===== config.mk =====
export PLATFORM = sky130hd
export DESIGN_NAME = mult_seq
export DESIGN_NICKNAME = d
export VERILOG_FILES = /design/src/rtl/mult_pkg.sv /design/src/rtl/mult_step.sv /design/src/rtl/mult_seq.sv
export SDC_FILE = /design/constraint.sdc
export NUM_CORES = 1
export LEC_CHECK = 0
export ABC_AREA = 1
export CORE_MARGIN = 4
export CORE_UTILIZATION = 59
export DETAILED_ROUTE_END_ITERATION = 7
export GPL_ROUTABILITY_DRIVEN = 0
export GPL_TIMING_DRIVEN = 0
export MAX_ROUTING_LAYER = met4
export PLACE_DENSITY = 0.8
export SYNTH_ARGS = -nofsm -noshare
export SYNTH_HDL_FRONTEND = slang
export SYNTH_HIERARCHICAL = 1
export SYNTH_SLANG_ARGS = --single-unit

===== constraint.sdc =====
create_clock -name clk -period 8.8 [get_ports clk]
set_input_delay 1.32 -clock clk [delete_from_list [all_inputs] [get_ports clk]]
set_output_delay 1.32 -clock clk [all_outputs]
set_load 0.05 [all_outputs]

===== src/rtl/mult_pkg.sv =====
// Shared definitions for the sequential shift-add multiplier.
package mult_pkg;

    typedef enum logic [2:0] {
        IDLE = 3'd0,
        LOAD = 3'd1,
        RUN  = 3'd2,
        FIX  = 3'd3,
        DONE = 3'd4
    } state_t;

    localparam int SIGN_BIT = 1;

    // Iteration counter width; never narrower than one bit.
    function automatic int cnt_width(input int width, input int bpc);
        int n;
        n = width / bpc;
        return (n > 1) ? $clog2(n) : 1;
    endfunction

endpackage


===== src/rtl/mult_step.sv =====
// One RUN cycle of the multiplier: BITS_PER_CYCLE conditional-add / shift-right steps, LSB first.
module mult_step #(
    parameter int WIDTH          = 32,
    parameter int BITS_PER_CYCLE = 1
) (
    input  logic [2*WIDTH-1:0]        acc_i,
    input  logic [WIDTH-1:0]          a_i,
    input  logic [BITS_PER_CYCLE-1:0] bits_i,
    output logic [2*WIDTH-1:0]        acc_o
);

    logic [WIDTH:0] sum;

    always_comb begin
        sum   = '0;
        acc_o = acc_i;
        for (int unsigned i = 0; i < BITS_PER_CYCLE; i++) begin
            // Carry out of the upper half lands in the MSB after the shift.
            sum   = {1'b0, acc_o[2*WIDTH-1:WIDTH]} + (bits_i[i] ? {1'b0, a_i} : '0);
            acc_o = {sum, acc_o[WIDTH-1:1]};
        end
    end

endmodule


===== src/rtl/mult_seq.sv =====
// Multi-cycle signed/unsigned integer multiplier with start/busy/done handshake.
// Signed operands are multiplied as magnitudes and the sign is restored in FIX.
module mult_seq
    import mult_pkg::*;
#(
    parameter int WIDTH          = 32,
    parameter int BITS_PER_CYCLE = 1
) (
    input  logic             clk,
    input  logic             reset,
    input  logic             start,
    input  logic [1:0]       sign,
    input  logic [WIDTH-1:0] multiplier,
    input  logic [WIDTH-1:0] multiplicand,
    output logic             busy,
    output logic             done,
    output logic [WIDTH-1:0] productHI,
    output logic [WIDTH-1:0] productLO
);

    localparam int N  = WIDTH / BITS_PER_CYCLE;
    localparam int CW = cnt_width(WIDTH, BITS_PER_CYCLE);
    localparam logic [CW-1:0] LAST = CW'(N - 1);

    state_t             state_q, state_d;
    logic [CW-1:0]      cnt_q, cnt_d;
    logic [WIDTH-1:0]   a_q, a_d;
    logic [WIDTH-1:0]   b_q, b_d;
    logic [2*WIDTH-1:0] acc_q, acc_d;
    logic               sgn_q, sgn_d;
    logic               neg_q, neg_d;
    logic [WIDTH-1:0]   hi_q, hi_d;
    logic [WIDTH-1:0]   lo_q, lo_d;

    logic [2*WIDTH-1:0] acc_step;
    logic [2*WIDTH-1:0] acc_fix;
    logic               accept;
    logic               sign_unused;

    assign sign_unused = sign[0];

    mult_step #(
        .WIDTH          (WIDTH),
        .BITS_PER_CYCLE (BITS_PER_CYCLE)
    ) u_step (
        .acc_i  (acc_q),
        .a_i    (a_q),
        .bits_i (b_q[BITS_PER_CYCLE-1:0]),
        .acc_o  (acc_step)
    );

    assign accept  = start && (state_q == IDLE || state_q == DONE);
    assign acc_fix = neg_q ? -acc_q : acc_q;

    always_comb begin
        state_d = state_q;
        cnt_d   = cnt_q;
        a_d     = a_q;
        b_d     = b_q;
        acc_d   = acc_q;
        sgn_d   = sgn_q;
        neg_d   = neg_q;
        hi_d    = hi_q;
        lo_d    = lo_q;

        case (state_q)
            IDLE, DONE: begin
                if (accept) begin
                    a_d     = multiplicand;
                    b_d     = multiplier;
                    sgn_d   = sign[SIGN_BIT];
                    state_d = LOAD;
                end else begin
                    state_d = IDLE;
                end
            end
            LOAD: begin
                if (sgn_q && a_q[WIDTH-1]) a_d = -a_q;
                if (sgn_q && b_q[WIDTH-1]) b_d = -b_q;
                neg_d   = sgn_q & (a_q[WIDTH-1] ^ b_q[WIDTH-1]);
                acc_d   = '0;
                cnt_d   = '0;
                state_d = RUN;
            end
            RUN: begin
                acc_d = acc_step;
                b_d   = b_q >> BITS_PER_CYCLE;
                if (cnt_q == LAST) begin
                    state_d = FIX;
                end else begin
                    cnt_d = cnt_q + CW'(1);
                end
            end
            FIX: begin
                acc_d   = acc_fix;
                hi_d    = acc_fix[2*WIDTH-1:WIDTH];
                lo_d    = acc_fix[WIDTH-1:0];
                state_d = DONE;
            end
            default: state_d = IDLE;
        endcase
    end

    always_ff @(posedge clk or posedge reset) begin
        if (reset) begin
            state_q <= IDLE;
            cnt_q   <= '0;
            a_q     <= '0;
            b_q     <= '0;
            acc_q   <= '0;
            sgn_q   <= 1'b0;
            neg_q   <= 1'b0;
            hi_q    <= '0;
            lo_q    <= '0;
        end else begin
            state_q <= state_d;
            cnt_q   <= cnt_d;
            a_q     <= a_d;
            b_q     <= b_d;
            acc_q   <= acc_d;
            sgn_q   <= sgn_d;
            neg_q   <= neg_d;
            hi_q    <= hi_d;
            lo_q    <= lo_d;
        end
    end

    assign busy      = (state_q == LOAD) || (state_q == RUN) || (state_q == FIX);
    assign done      = (state_q == DONE);
    assign productHI = hi_q;
    assign productLO = lo_q;

endmodule


==> metrics.txt, run 1 <==
width of the die around 170 um; Die Ht between 150 and 200 um; first-pass GRT wire length roughly 79,000 um; clk buf depth 3; CP startpoint kind flop; number of synthesized register bits approximately 200; CP Class flop to output pin; unrepaired setup endpoints after global routing false; worst hold-check path type flop to flop; Tmin final 4.15 ns; post-synthesis async set-or-reset flop share between 90% and 100%; count leader, synth nand2_1; H-tree depth 1; Clock Sinks just over 200; Hold Vio Cnt, Final 0; Leakage 9.58 nW; vias in the first global route approximately 16k; post-detail-place hpwl between 30,000 and 40,000 um; Yosys Warn Count 6; overall routing resource usage between 30% and 40%; Final WS setup 4.65 ns; post-layout util 70.3%; Initial Util 60.0%; Final #Nets approximately 2.7k; DR pass1 iterations 7; CTS Root Cell clkbuf_16; via count around 17k; DP Area about 17,000 um2; Syn Nets 2,556; cell taking the most area after synthesis dfrtp_1; # IOs ~140; CTS buffer count 24; most used routing layer in global routing met2; top post-synthesis cells by count nand2_1 (908), nor2_1 (304), inv_1 (278), nand3_1 (262), dfrtp_1 (202); # setup viols final 0; skew final roughly 0.012 ns; Post-synth EDFFs 0; crit path DAT about 2.8 ns; max_slew headroom a little over 40%; Placed Cells around 2.9k; Residual DRC 0; Final Slew Violations 0; Synth Instances around 2.4k; post-cts resize count 0; share of layout cells above drive strength 1 5.98%; row count between 50 and 60; Hold-fix buffers, CTS 0; layout overhead on the synthesized area 17.2%; run status complete, no violations; IO Port Bufs around 130; DRT antenna net count 0; postcts setup bufs 0; Max stage delay on crit path ~0.71 ns; met1 usage a little under half; Req. time, crit path approximately 7.5 ns; measured slew at the worst slew-check pin slightly below 0.9 ns; Post-Layout Cell Count around 3.0k; Via density around 5.6; post-synthesis sequential area ratio 33.5%; total core area 25,200 um2; Die ar. between 20,000 and 30,000 um2; dpl ws 5.21 ns; Design Area, Final 17,700 um2; CTS tree done; initial antenna violation count 0; clock-pin slew on the worst setup and hold paths roughly 0.06 ns; WL final 49,200 um; Synth cell types 43; clk_lat worst skew between 0.5 and 0.6 ns; Critical Path Sink Type output pin; Max IR drop VDD around 0.24 mV; drt wl/cell 16.6 um; CP Cell Sequence inv_2, nand2_1, nand2_1, clkbuf_1, inv_1, clkdlybuf4s50_1; Top cell by count, worst path nand2_1; GR Util met2 between 50% and 60%; maximum clock frequency 241 MHz; Most used DFF post-synth dfrtp_1; Synth Cell Area 15,100 um2; Slowest cell on crit path clkdlybuf4s50_1; Crit Path Max Fanout 10; Pwr Density around 420 nW/um2; M3 GR Usage under 10%; 1st-iter DRT viols between 1.5k and 2k; Mapped Avg Cell Area roughly 6.2 um2; period utilization 47.1%; total grt overflow 0; largest net degree at the start of global routing ~120; Synth area leaders dfrtp_1 (33%), nand2_1 (23%), nand3_1 (8.7%), nor2_1 (7.6%), inv_1 (6.9%); Max-Cap Viols 0; Synth top area share about a third
final timing paths:
check / from / endpoint / slack (ns) / cells past startpoint
worst min register to register: productLO[2]$_DFFE_PP0P_ / productLO[2]$_DFFE_PP0P_ / 0.48 / 2
min in group asynchronous: reset / a_q[4]$_DFFE_PP0P_ / 1.31 / 2
max in group asynchronous: reset / productLO[26]$_DFFE_PP0P_ / 6.46 / 3
worst max-delay path: state_q[1]$_DFFE_PP0P_ / busy / 4.65 / 6
worst max register to register: b_q[0]$_DFFE_PP0P_ / acc_q[60]$_DFFE_PP0P_ / 6.16 / 15
worst min-delay path: productLO[2]$_DFFE_PP0P_ / productLO[2]$_DFFE_PP0P_ / 0.48 / 2
power breakdown:
group          internal (mW)  total [mW]  switching [mW]
Sequential              1.30        1.73           0.425
Combinational           1.40        4.63            3.23
Clock                  0.606        1.04           0.434
state kept, by name (all words and copies together), names as in the netlist:
| signal | count |
|---|---|
| a_q | 32 |
| neg_q | 1 |
| acc_q | 64 |
| productHI | 32 |
| cnt_q | 5 |
| productLO | 32 |
| state_q | 3 |
| b_q | 32 |
| sgn_q | 1 |
layout make-up:
| cell class | count | area (um2) |
|---|---|---|
| diodes | 1 | 2.50 |
| plain buffers | 95 | 508 |
| clock buffers | 30 | 673 |
| clock inverters | 13 | 145 |
| fillers | 2192 | 7480 |
| inverters | 294 | 1110 |
| multi-input cells | 1858 | 8430 |
| flip-flops and latches | 202 | 5050 |
| well taps | 330 | 413 |
| repair buffers | 134 | 1360 |
placed cells by master (no fill, tap or decap), types with 10 or more instances in the layout:
| master | synthesis | routed |
|---|---|---|
| nor2_1 | 304 | 304 |
| o21ai_0 | 83 | 83 |
| xor2_1 | 20 | 20 |
| dfrtp_1 | 202 | 202 |
| o21ai_1 | 41 | 41 |
| buf_2 | 22 | 22 |
| ha_1 | 37 | 37 |
| inv_1 | 278 | 277 |
| nand3_1 | 262 | 262 |
| or2_2 | 15 | 15 |
| nand2_1 | 908 | 908 |
| clkdlybuf4s50_1 | 0 | 133 |
| nand3b_1 | 12 | 12 |
| a21oi_1 | 54 | 54 |
| clkbuf_1 | 33 | 34 |
| nor3_1 | 16 | 16 |
| o211ai_1 | 11 | 11 |
| buf_4 | 33 | 33 |
| o22ai_1 | 10 | 10 |
| clkbuf_16 | 0 | 24 |
| nand4_1 | 20 | 20 |
| inv_2 | 15 | 15 |
metal layers:
layer	part of all wire, %	vias to the layer above
met5	0	-
met4	4.2	0
met3	9.0	162
met2	46	893
met1	41	7605
li1	-	8026
through the flow:
step | hold slack [ns] | setup TNS [ns] | power [mW]
2_1_floorplan | 0.453 | 0 | 4.83
3_3_place_gp | 0.462 | -162.24 | 6.09
3_5_place_dp | 0.466 | 0 | 6.21
4_1_cts | 0.483 | 0 | 7.28
5_1_grt | 0.502 | 0 | 7.93
6_report | 0.480 | 0 | 7.40
critical path: cells and delay by family, from the launching register on:
kind	cells	cell delay [ns]
DFF	1	0.42
buffers and inverters	4	1.28
and+or+nand+nor	2	0.59
cells by family after synthesis:
| kind of cell | Yosys count | share of synthesized area, % |
|---|---|---|
| adders and majority gates | 38 | 3.20 |
| xor gates and xnor gates | 22 | 1.28 |
| buffers and inverters | 389 | 10.7 |
| DFF | 202 | 33.5 |
| AOI/OAI and AO/OA | 233 | 8.60 |
| and+or+nand+nor | 1564 | 42.7 |
| muxes | 1 | 0.0746 |
Power figures use the tool's default switching activity.
==> run 2, diff against run 1 <==
==> constraint.sdc (replaced) <==
create_clock -name clk -period 4.1 [get_ports clk]
set_input_delay 0.615 -clock clk [delete_from_list [all_inputs] [get_ports clk]]
set_output_delay 0.615 -clock clk [all_outputs]
set_load 0.05 [all_outputs]
==> run 2 against run 1 <==
- first-iteration DRC count increased by 0.20%
- total power increased by 110%
- worst setup slack got worse by 4.1 ns
- hold slack got worse by 0.033 ns
- cell area about the same
- largest cell class unchanged
==> metrics.txt, run 2 (synthesis results as in run 1) <==
post-cts resize count 0 (unchanged); Tmin final 3.50 ns; Post-Layout Cell Count 2,957 (unchanged); Final #Nets 2,719 (+0.11%); max reg flops 64 (unchanged); vias in the first global route 15.8k (-0.51%); share of layout cells above drive strength 1 5.90% (-0.078 points); total core area 25,200 um2 (unchanged); r2r setup slk 1.43 ns (-4.73 ns); H-tree depth 1 (unchanged); # IOs 135 (unchanged); DRT antenna net count 0 (unchanged); initial antenna violation count 0 (unchanged); Critical Path Sink Type output pin; width of the die 168 um (unchanged); DP Area 16,900 um2 (+0.41%); CTS Root Cell clkbuf_16; reg-to-reg endpoint acc_q[60]$_DFFE_PP0P_; max_slew headroom 43.4% (+2.4 points); Die ar. 28,200 um2 (unchanged); Hold Vio Cnt, Final 0 (unchanged); R2R depth 15 (unchanged); Int Power 7.04 mW (+110%); Crit Path Max Fanout 10 (unchanged); clock share of power 13.3% (-0.8 points); skew final 0.0107 ns (-0.00100 ns); 1st-iter DRT viols 1,978 (+0.20%); Logic pwr share 63.2% (+0.6 points); Flop pwr share 23.5% (about the same); crit path DAT 2.88 ns (+0.05 ns); clk buf depth 3 (unchanged); n_diodes 0 (-1); Max IR drop VDD 0.498 mV (+100%); CP Class flop to output pin; run status complete, no violations; origin of the critical flop-to-flop path b_q[0]$_DFFE_PP0P_; layout overhead on the synthesized area 17.2% (about the same); drt wl/cell 16.7 um (+0.57%); unrepaired setup endpoints after global routing false; Design Area, Final 17,700 um2 (about the same); Leakage 9.58 nW (about the same); Hold-fix buffers, CTS 0 (unchanged); post-layout util 70.2% (about the same); Switching Share 55.4% (+0.11 points); Die Ht 168 um (unchanged); row count 58 (unchanged); clock-pin slew on the worst setup and hold paths 0.07 ns (about the same); postcts setup bufs 0 (unchanged); CTS tree done; Final TNS setup 0 ns (unchanged); Initial Util 60.0% (unchanged); # setup viols final 0 (unchanged); IO Port Bufs 133 (unchanged); measured slew at the worst slew-check pin 0.843 ns (-0.0419 ns); DR pass1 iterations 6 (-1); Power, Total 15.8 mW (+110%); total grt overflow 0 (unchanged); Residual DRC 0 (unchanged); most flop-heavy register acc_q; clk_lat worst skew 0.53 ns (about the same); CP startpoint kind flop; worst hold-check path type primary input to asynchronous set/reset pin; Clock Sinks 202 (unchanged); post-detail-place hpwl 38,000 um (+1.4%); first-pass GRT wire length 79,100 um (+0.19%); P_sw 8.73 mW (+110%); Hold WS 0.447 ns (-0.0328 ns); via count 16.7k (+0.35%); maximum clock frequency 286 MHz; Req. time, crit path 3.48 ns (-4.00 ns); overall routing resource usage 35.2% (+0.13 points); Via density 5.66 (+0.35%); WL final 49,500 um (+0.57%); commonest non-fill, non-tap cell in the layout nand2_1; Final WS setup 0.602 ns (-4.05 ns); largest net degree at the start of global routing 43 (-64%); dpl ws 1.19 ns (-4.02 ns); CTS buffer count 23 (-4.2%); Final Slew Violations 0 (unchanged); Max-Cap Viols 0 (unchanged); most frequent cells in the layout nand2_1 (908), nor2_1 (304), inv_1 (277), nand3_1 (262), dfrtp_1 (202); Pwr Density 891 nW/um2 (+110%); period utilization roughly 85%; Placed Cells 2,917 (+0.14%); # fillers 2,221 (+1.3%)
## run 2: how the worst max path moves through the flow
| stage | depth (start not counted) | endpoint | start | slack [ns] |
|---|---|---|---|---|
| 2_1_floorplan | 1 | a_q[0]$_DFFE_PP0P_ | reset | 0.87 |
| 3_3_place_gp | 2 | b_q[20]$_DFFE_PP0P_ | reset | -0.82 |
| 3_5_place_dp | 6 | busy | state_q[1]$_DFFE_PP0P_ | 1.19 |
| 4_1_cts | 6 | busy | state_q[1]$_DFFE_PP0P_ | 0.61 |
| 5_1_grt | 6 | busy | state_q[1]$_DFFE_PP0P_ | 0.49 |
| 6_report | 6 | busy | state_q[1]$_DFFE_PP0P_ | 0.60 |
## run 2: power groups by stage
stage,Clock (mW),Combinational (mW),Sequential (mW)
finish,2.09,9.97,3.71
global route,2.18,10.9,3.80
CTS,2.10,9.71,3.67
detailed placement,0,9.65,3.69
global placement,0,9.41,3.66
floorplan,0,6.14,4.23
## run 2: worst max-delay path: stages, from the launching register on
cell	delay (ns)
dfrtp_1	0.42
inv_2	0.09
nand2_1	0.15
nand2_1	0.46
clkbuf_1	0.44
inv_1	0.08
clkdlybuf4s50_1	0.71
## run 2: layout make-up
class / count / area [um2] / share of cell area, %
multi-input cells: 1858 / 8430 / 47.7
flip-flops and latches: 202 / 5050 / 28.6
repair buffers: 138 / 1430 / 8.09
inverters: 294 / 1110 / 6.26
clock buffers: 31 / 646 / 3.65
plain buffers: 95 / 508 / 2.87
well taps: 330 / 413 / 2.33
clock inverters: 9 / 98.8 / 0.559
## run 2: per-layer routing
metal / part of all wire [%] / up-vias / GRT usage [%] / wire length, um
li1: - / 8021 / - / -
met5: 0 / - / - / 0
met1: 40 / 7613 / 44.4 / 19900
met2: 46 / 932 / 56.8 / 22700
met4: 4.9 / 0 / 15.1 / 2430
met3: 9.1 / 179 / 5.00 / 4480
